<file path="src/rtl/cdb_broadcast_pkg.sv">
// Shared constants and FU encoding for the issue unit and the common data bus.
package cdb_broadcast_pkg;

  localparam int ROB_TAG_LEN = 6;
  localparam int XLEN        = 32;
  localparam int NUM_FU      = 4;

  typedef enum logic [1:0] {
    FU_INT = 2'd0,
    FU_BR  = 2'd1,
    FU_LS  = 2'd2,
    FU_MUL = 2'd3
  } fu_id_t;

endpackage

</file>
<file path="src/rtl/cdb_broadcast_rr_arbiter4.sv">
// Four-way round-robin pick: first requester at or after ptr, wrapping modulo 4.
module rr_arbiter4 (
  input  logic [3:0] request,
  input  logic [1:0] ptr,
  output logic [3:0] grant,
  output logic [1:0] grant_idx,
  output logic       any_grant
);

  logic [1:0] idx;

  always_comb begin
    grant     = '0;
    grant_idx = '0;
    any_grant = 1'b0;
    idx       = '0;
    for (int k = 0; k < 4; k++) begin
      idx = ptr + k[1:0];
      if (!any_grant && request[idx]) begin
        grant[idx] = 1'b1;
        grant_idx  = idx;
        any_grant  = 1'b1;
      end
    end
  end

endmodule

</file>
<file path="src/rtl/cdb_broadcast.sv">
// Common data bus: one holding buffer per FU, round-robin drain onto a registered broadcast.
// Handshake: FU i hands over a result on an edge where fu_valid[i] && fu_ready[i].
module cdb_broadcast
  import cdb_broadcast_pkg::*;
#(
  parameter int XLEN = cdb_broadcast_pkg::XLEN
) (
  input  logic                                 clk,
  input  logic                                 reset,
  input  logic [NUM_FU-1:0]                    fu_valid,
  input  logic [NUM_FU-1:0][ROB_TAG_LEN-1:0]   fu_tag,
  input  logic [NUM_FU-1:0][XLEN-1:0]          fu_value,
  output logic [NUM_FU-1:0]                    fu_ready,
  input  logic                                 flush,
  output logic                                 cdb_valid,
  output logic [ROB_TAG_LEN-1:0]               cdb_tag,
  output logic [XLEN-1:0]                      cdb_value,
  output logic [1:0]                           cdb_src
);

  logic [NUM_FU-1:0]                  full_q;
  logic [NUM_FU-1:0][ROB_TAG_LEN-1:0] tag_q;
  logic [NUM_FU-1:0][XLEN-1:0]        value_q;
  logic [1:0]                         rr_ptr_q;

  logic [NUM_FU-1:0] grant;
  logic [1:0]        grant_idx;
  logic              any_grant;
  logic [NUM_FU-1:0] accept;

  rr_arbiter4 u_arb (
    .request   (full_q),
    .ptr       (rr_ptr_q),
    .grant     (grant),
    .grant_idx (grant_idx),
    .any_grant (any_grant)
  );

  // A buffer being drained this edge can take a new result at the same edge.
  assign fu_ready = flush ? '0 : (~full_q | grant);
  assign accept   = fu_valid & fu_ready;

  always_ff @(posedge clk or posedge reset) begin
    if (reset) begin
      full_q    <= '0;
      tag_q     <= '0;
      value_q   <= '0;
      rr_ptr_q  <= '0;
      cdb_valid <= 1'b0;
      cdb_tag   <= '0;
      cdb_value <= '0;
      cdb_src   <= '0;
    end else if (flush) begin
      full_q    <= '0;
      cdb_valid <= 1'b0;
    end else begin
      for (int i = 0; i < NUM_FU; i++) begin
        if (accept[i]) begin
          full_q[i]  <= 1'b1;
          tag_q[i]   <= fu_tag[i];
          value_q[i] <= fu_value[i];
        end else if (grant[i]) begin
          full_q[i] <= 1'b0;
        end
      end
      if (any_grant) begin
        cdb_valid <= 1'b1;
        cdb_tag   <= tag_q[grant_idx];
        cdb_value <= value_q[grant_idx];
        cdb_src   <= grant_idx;
        rr_ptr_q  <= grant_idx + 2'd1;
      end else begin
        cdb_valid <= 1'b0;
      end
    end
  end

endmodule

</file>
<file path="config.mk">
export PLATFORM = sky130hd
export DESIGN_NAME = cdb_broadcast
export DESIGN_NICKNAME = d
export VERILOG_FILES = /design/src/rtl/cdb_broadcast_pkg.sv /design/src/rtl/cdb_broadcast_rr_arbiter4.sv /design/src/rtl/cdb_broadcast.sv
export SDC_FILE = /design/constraint.sdc
export NUM_CORES = 1
export LEC_CHECK = 0
export CAP_MARGIN = 15
export CORE_MARGIN = 2
export CORE_UTILIZATION = 54
export DETAILED_ROUTE_END_ITERATION = 10
export PLACE_DENSITY = 0.81
export SYNTH_ARGS = -nofsm -noshare
export SYNTH_HDL_FRONTEND = slang
export SYNTH_SLANG_ARGS = --single-unit
export TNS_END_PERCENT = 50
</file>
<file path="constraint.sdc">
create_clock -name clk -period 19 [get_ports clk]
set_input_delay 1.9 -clock clk [delete_from_list [all_inputs] [get_ports clk]]
set_output_delay 1.9 -clock clk [all_outputs]
set_load 0.02 [all_outputs]
</file>
# After elaboration in Yosys (flattened, before gate mapping)
# Cells that the tools add are included.
# Widths: inputs -> output; s select.
# totals
latchBits,0
out_inout_bits,45
mem_bits_ro,0
mem_bits_rw,0
mem_count,0
regBits,199
word_cells,100
# op_classes
eq_ne,0
n_mux,44
n_addsub,4
bitwise,7
multipliers,0
n_shift,0
n_lt_le_gt_ge,9
div_mod_pow,0
n_reduce_logical,19
# ops
cell,count
$bmux 32 s2,1
$mux 32,1
$mux 4,6
$mux 1,22
$or 4x4->4,4
$lt 2x3->1 const B,5
$bmux 6 s2,1
$reduce_bool 3->1,4
$reduce_and 2->1,5
$bmux 1 s2,4
$demux 1 s2,4
$ge 2x1->1 const B,4
$mux 2,4
$logic_and 1x1->1,7
$mux 6,1
$add 2x1->2 const B,2
$add 2x2->2 const B,2
$and 4x4->4,1
$not 4->4,1
$logic_not 1->1,3
$not 1->1,1

# Longest topological paths before layout
# depth
ltp_word,17
depth_mapped,13

# Hierarchy
# From an unflattened synthesis, not the netlist that was laid out.
# unflattened
cells_unflattened,622
hier_area_um2,9096.2
# modules_own_cells
module,n_inst,cells_per_inst,area_each_um2
cdb_broadcast,1,577,8677.1
rr_arbiter4,1,45,419.2

# Least setup slack after synthesis
# No wires, ideal clock.
# synth_path
path_type,in2out
startpoint,input flush
endpoint,output fu_ready[0]
slack_ns,14.659
t_required_ns,17.100
stages,2
arrival_time_ns,2.441
path_cell_list,buf_1 -> a41oi_2
# synth_between
elab_chain_len,1
# synth_lines
element,line_no,text
from (decl),cdb_broadcast.sv:14,"input logic flush,"
$mux 4,cdb_broadcast.sv:40,assign fu_ready = flush ? '0 : (~full_q | grant);
to (decl),cdb_broadcast.sv:13,"output logic [NUM_FU-1:0] fu_ready,"
# Every way passes these cells.

# Worst setup path after layout
# layout_path
startpoint,register rr_ptr_q[0]
endpoint,output fu_ready[0]
# layout_between
elab_chain_len,14
elab_cells_between_ends,49
classes_between,add/sub (3); order compare (8); mux (24); bitwise (4); reduce/logical (10)
# layout_lines
element,line_no,text
from (decl),cdb_broadcast.sv:24,logic [1:0] rr_ptr_q;
from (signal assigned),cdb_broadcast.sv:71,rr_ptr_q <= grant_idx + 2'd1;
"parallel branches: the longest is 11 deep, another holds $lt 2x3->1",n/a,
$mux 4 *,cdb_broadcast_rr_arbiter4.sv:19,if (!any_grant && request[idx]) begin
$or 4x4->4 *,cdb_broadcast.sv:40,
$mux 4 *,cdb_broadcast.sv:40,
# Every way passes the cells marked *. The select of a mux whose other input is x is not followed.

==> results by group <==
Yosys
  • Area share of the largest cell type after synthesis: 54.51%
  • Sequential-to-total area share from yosys stat: 54.51%
  • Synth top cells by count: dfrtp_1 (199), mux2_4 (80), mux2i_1 (78), mux2_2 (74), nand2_1 (53)
  • Mapped Cells: 619
  • Avg Inst Size Synth: 14.76 um2
  • Post-Syn Nets: 784
  • Post-synth EDFFs: 0
  • Ys async rst share: 100.0%
  • Cell variety after synth: 34
  • Synth area leader: dfrtp_1
  • Most common cell in the netlist: dfrtp_1
  • Synth Register Bits: 199
  • Synth area leaders: dfrtp_1 (55%), mux2_4 (13%), mux2_2 (9.1%)
  • Area of the mapped netlist: 9136 um2
  • Ys flop type: dfrtp_1
  • Synthesis Warnings: 0

Timing
  • Tcrit/Tclk final: 29.63%
  • Worst Max-Slew Pin Slew: 0.9581 ns
  • Final Hold Vio Count: 0
  • Max-slew violation total from the final report: 0
  • F_max: 177.7 MHz
  • Clock skew: 0.008212 ns
  • Unrepaired setup endpoints after global routing: no
  • Setup violators final: 0
  • Hold_ws: 0.4907 ns
  • Relative slew slack: 36.12%
  • Post-Route Setup TNS: 0 ns
  • Min cycle time layout: 5.629 ns

Final layout
  • Multi-input logic area: 3842 um2
  • Filler Cell Count: 1081
  • Sequential cell area: 4980 um2
  • Area growth from synthesis to layout: 30.07%
  • Antenna cells: 0
  • Share of layout cells above drive strength 1: 25.82%
  • Net count, final: 973

Routing
  • Via/cell ratio: 5.694
  • Total wire length: 21870 um
  • Routed vias: 5927
  • Detail Route Antenna Nets: 0
  • DRC viols: 0
  • WL/cell: 21.01 um
  • Drt first pass iters: 4
  • Initial DRC count: 296

CTS
  • CTS max path bufs: 2
  • CTS tree: built
  • Root Driver: clkbuf_16
  • H-tree depth: 4
  • Hold Buf Count CTS: 0
  • CTS resizes: 0
  • Clk sinks: 199
  • CTS Buf Count: 17
  • Clk slew on worst S/H paths: 0.07 ns
  • Clock latency on the worst-skew pair: 0.43 ns
  • Postcts setup bufs: 0

Global route
  • GRT overflow: 0
  • GRT Overall Usage: 25.16%
  • Vias in the first global route: 6457
  • First-pass GRT wire length: 34900 um
  • Antenna violations before repair: 0
  • Largest net degree at the start of global routing: 113

Pwr
  • Power per cell area: 168.1 nW/um2
  • Worst VDD drop: 0.0001734 V
  • Pleak: 0.005249 uW

Floorplanning
  • Die width: 134.1 um
  • Initial Util: 55.09%
  • Die area: 17980 um2
  • Core area: 16580 um2
  • Io pins: 204
  • Die height: 134.1 um
  • FP Rows: 47

Run
  • Max-Cap Viols: 0

Worst setup path
  • RR Endpoint: cdb_value[13]
  • Worst reg2reg startpoint: rr_ptr_q[0]
  • Critical path class: reg2out
  • CP required: 17.10 ns
  • Reg2reg setup slack: 14.65 ns
  • Setup crit end: fu_ready[0]
  • CP Launch Type: flop
  • Crit path DAT: 3.73 ns
  • Critical path origin: rr_ptr_q[0]
  • Critical Path Sink Type: output pin
  • Worst Reg-to-Reg Cells: 8
  • Crit Path Max Fanout: 13

Status
  • Status: complete, no violations

Hold path
  • Type of the most critical hold path: reg2reg

Place
  • Dpl hpwl: 14230 um
  • RD Place Congestion: 0.8577
  • Buffers on Ports: 203
-- power breakdown --
| part | internal [uW] | switching, uW | leakage [uW] | total [uW] |
|---|---|---|---|---|
| registers | 600 | 110 | 0.00236 | 710 |
| logic | 456 | 432 | 0.00257 | 888 |
| clock network | 236 | 164 | 0.000312 | 399 |
-- area by class of cell --
cell class | count | area share [%]
well taps | 220 | 2.316
clock inverters | 14 | 1.842
flip-flops and latches | 199 | 41.90
multi-input cells | 374 | 32.33
clock buffers | 18 | 3.611
inverters | 5 | 0.2211
repair buffers | 211 | 17.77
-- layout by cell type, fill, tap and decap left out, types with 2 or more instances in the layout --
| master | n |
|---|---|
| a22oi_1 | 4 |
| o22ai_1 | 2 |
| o221ai_1 | 38 |
| ha_1 | 6 |
| inv_1 | 3 |
| a41oi_2 | 4 |
| a41oi_1 | 4 |
| nand2_1 | 52 |
| mux4_2 | 4 |
| nor2b_1 | 2 |
| nor2_1 | 8 |
| dfrtp_1 | 199 |
| mux2i_1 | 78 |
| mux2_4 | 80 |
| clkbuf_16 | 17 |
| mux2_2 | 74 |
| clkdlybuf4s50_1 | 203 |
| inv_6 | 5 |
| nand2_2 | 5 |
| clkinvlp_4 | 2 |
| or2_2 | 2 |
| o21ai_0 | 2 |
| bufinv_16 | 5 |
| clkinv_2 | 2 |
| buf_4 | 7 |
| xnor2_1 | 2 |
-- cells by family (layout without fill, tap and decap cells) --
group           after synthesis  after routing  share of synthesized area, %
mux                         236            236                         31.80
fa+ha+maj                     6              6                        0.8217
buf+inv                      46            248                         3.615
xor+xnor                      2              2                        0.1918
flops                       199            199                         54.51
compound gates               58             58                         5.601
simple gates                 72             72                         3.465
-- sequential cells by signal, indices dropped and copies added, names as in the netlist --
name	cells
cdb_tag	6
cdb_src	2
tag_q	24
cdb_valid	1
value_q	128
cdb_value	32
full_q	4
rr_ptr_q	2
-- worst min-delay path by stage --
stage / start / to / slack (ns) / cells after the start
4_1_cts: cdb_value[26] / cdb_value[26] / 0.49 / 2
3_3_place_gp: cdb_src[1] / cdb_src[1] / 0.47 / 2
2_1_floorplan: tag_q[0] / tag_q[0] / 0.48 / 1
6_report: cdb_value[26] / cdb_value[26] / 0.49 / 2
3_5_place_dp: cdb_value[26] / cdb_value[26] / 0.48 / 2
5_1_grt: cdb_value[10] / cdb_value[10] / 0.51 / 2
-- metrics by stage --
stage	utilization (%)	instance area [um2]	setup slack, ns	total power [uW]	cells
3_3_place_gp	67.59	11210	13.70	1551	1008
2_1_floorplan	-	9136	11.67	1333	619
6_report	71.66	11880	13.37	1998	1041
5_1_grt	71.66	11880	13.12	2103	1041
3_5_place_dp	67.59	11210	13.63	1597	1008
4_1_cts	71.50	11860	13.37	2004	1040
-- worst max-delay path: stages (launching register included) --
cell,delay (ns)
dfrtp_1,0.70
inv_1,0.24
ha_1,0.44
mux4_2,0.41
nor3b_1,0.42
nand2_1,0.18
a41oi_2,0.24
clkdlybuf4s50_1,0.66
-- routing by layer --
| metal | up-vias | global-route usage [%] | share of wire [%] | routed length (um) |
|---|---|---|---|---|
| met3 | 22 | 8.390 | 7.9 | 1733 |
| met5 | - | 0 | 0 | 0 |
| met4 | 0 | 6.082 | 1.2 | 267 |
| li1 | 2643 | - | - | - |
| met2 | 226 | 40.20 | 48 | 10410 |
| met1 | 3036 | 33.60 | 43 | 9459 |
Power figures use the tool's default switching activity.
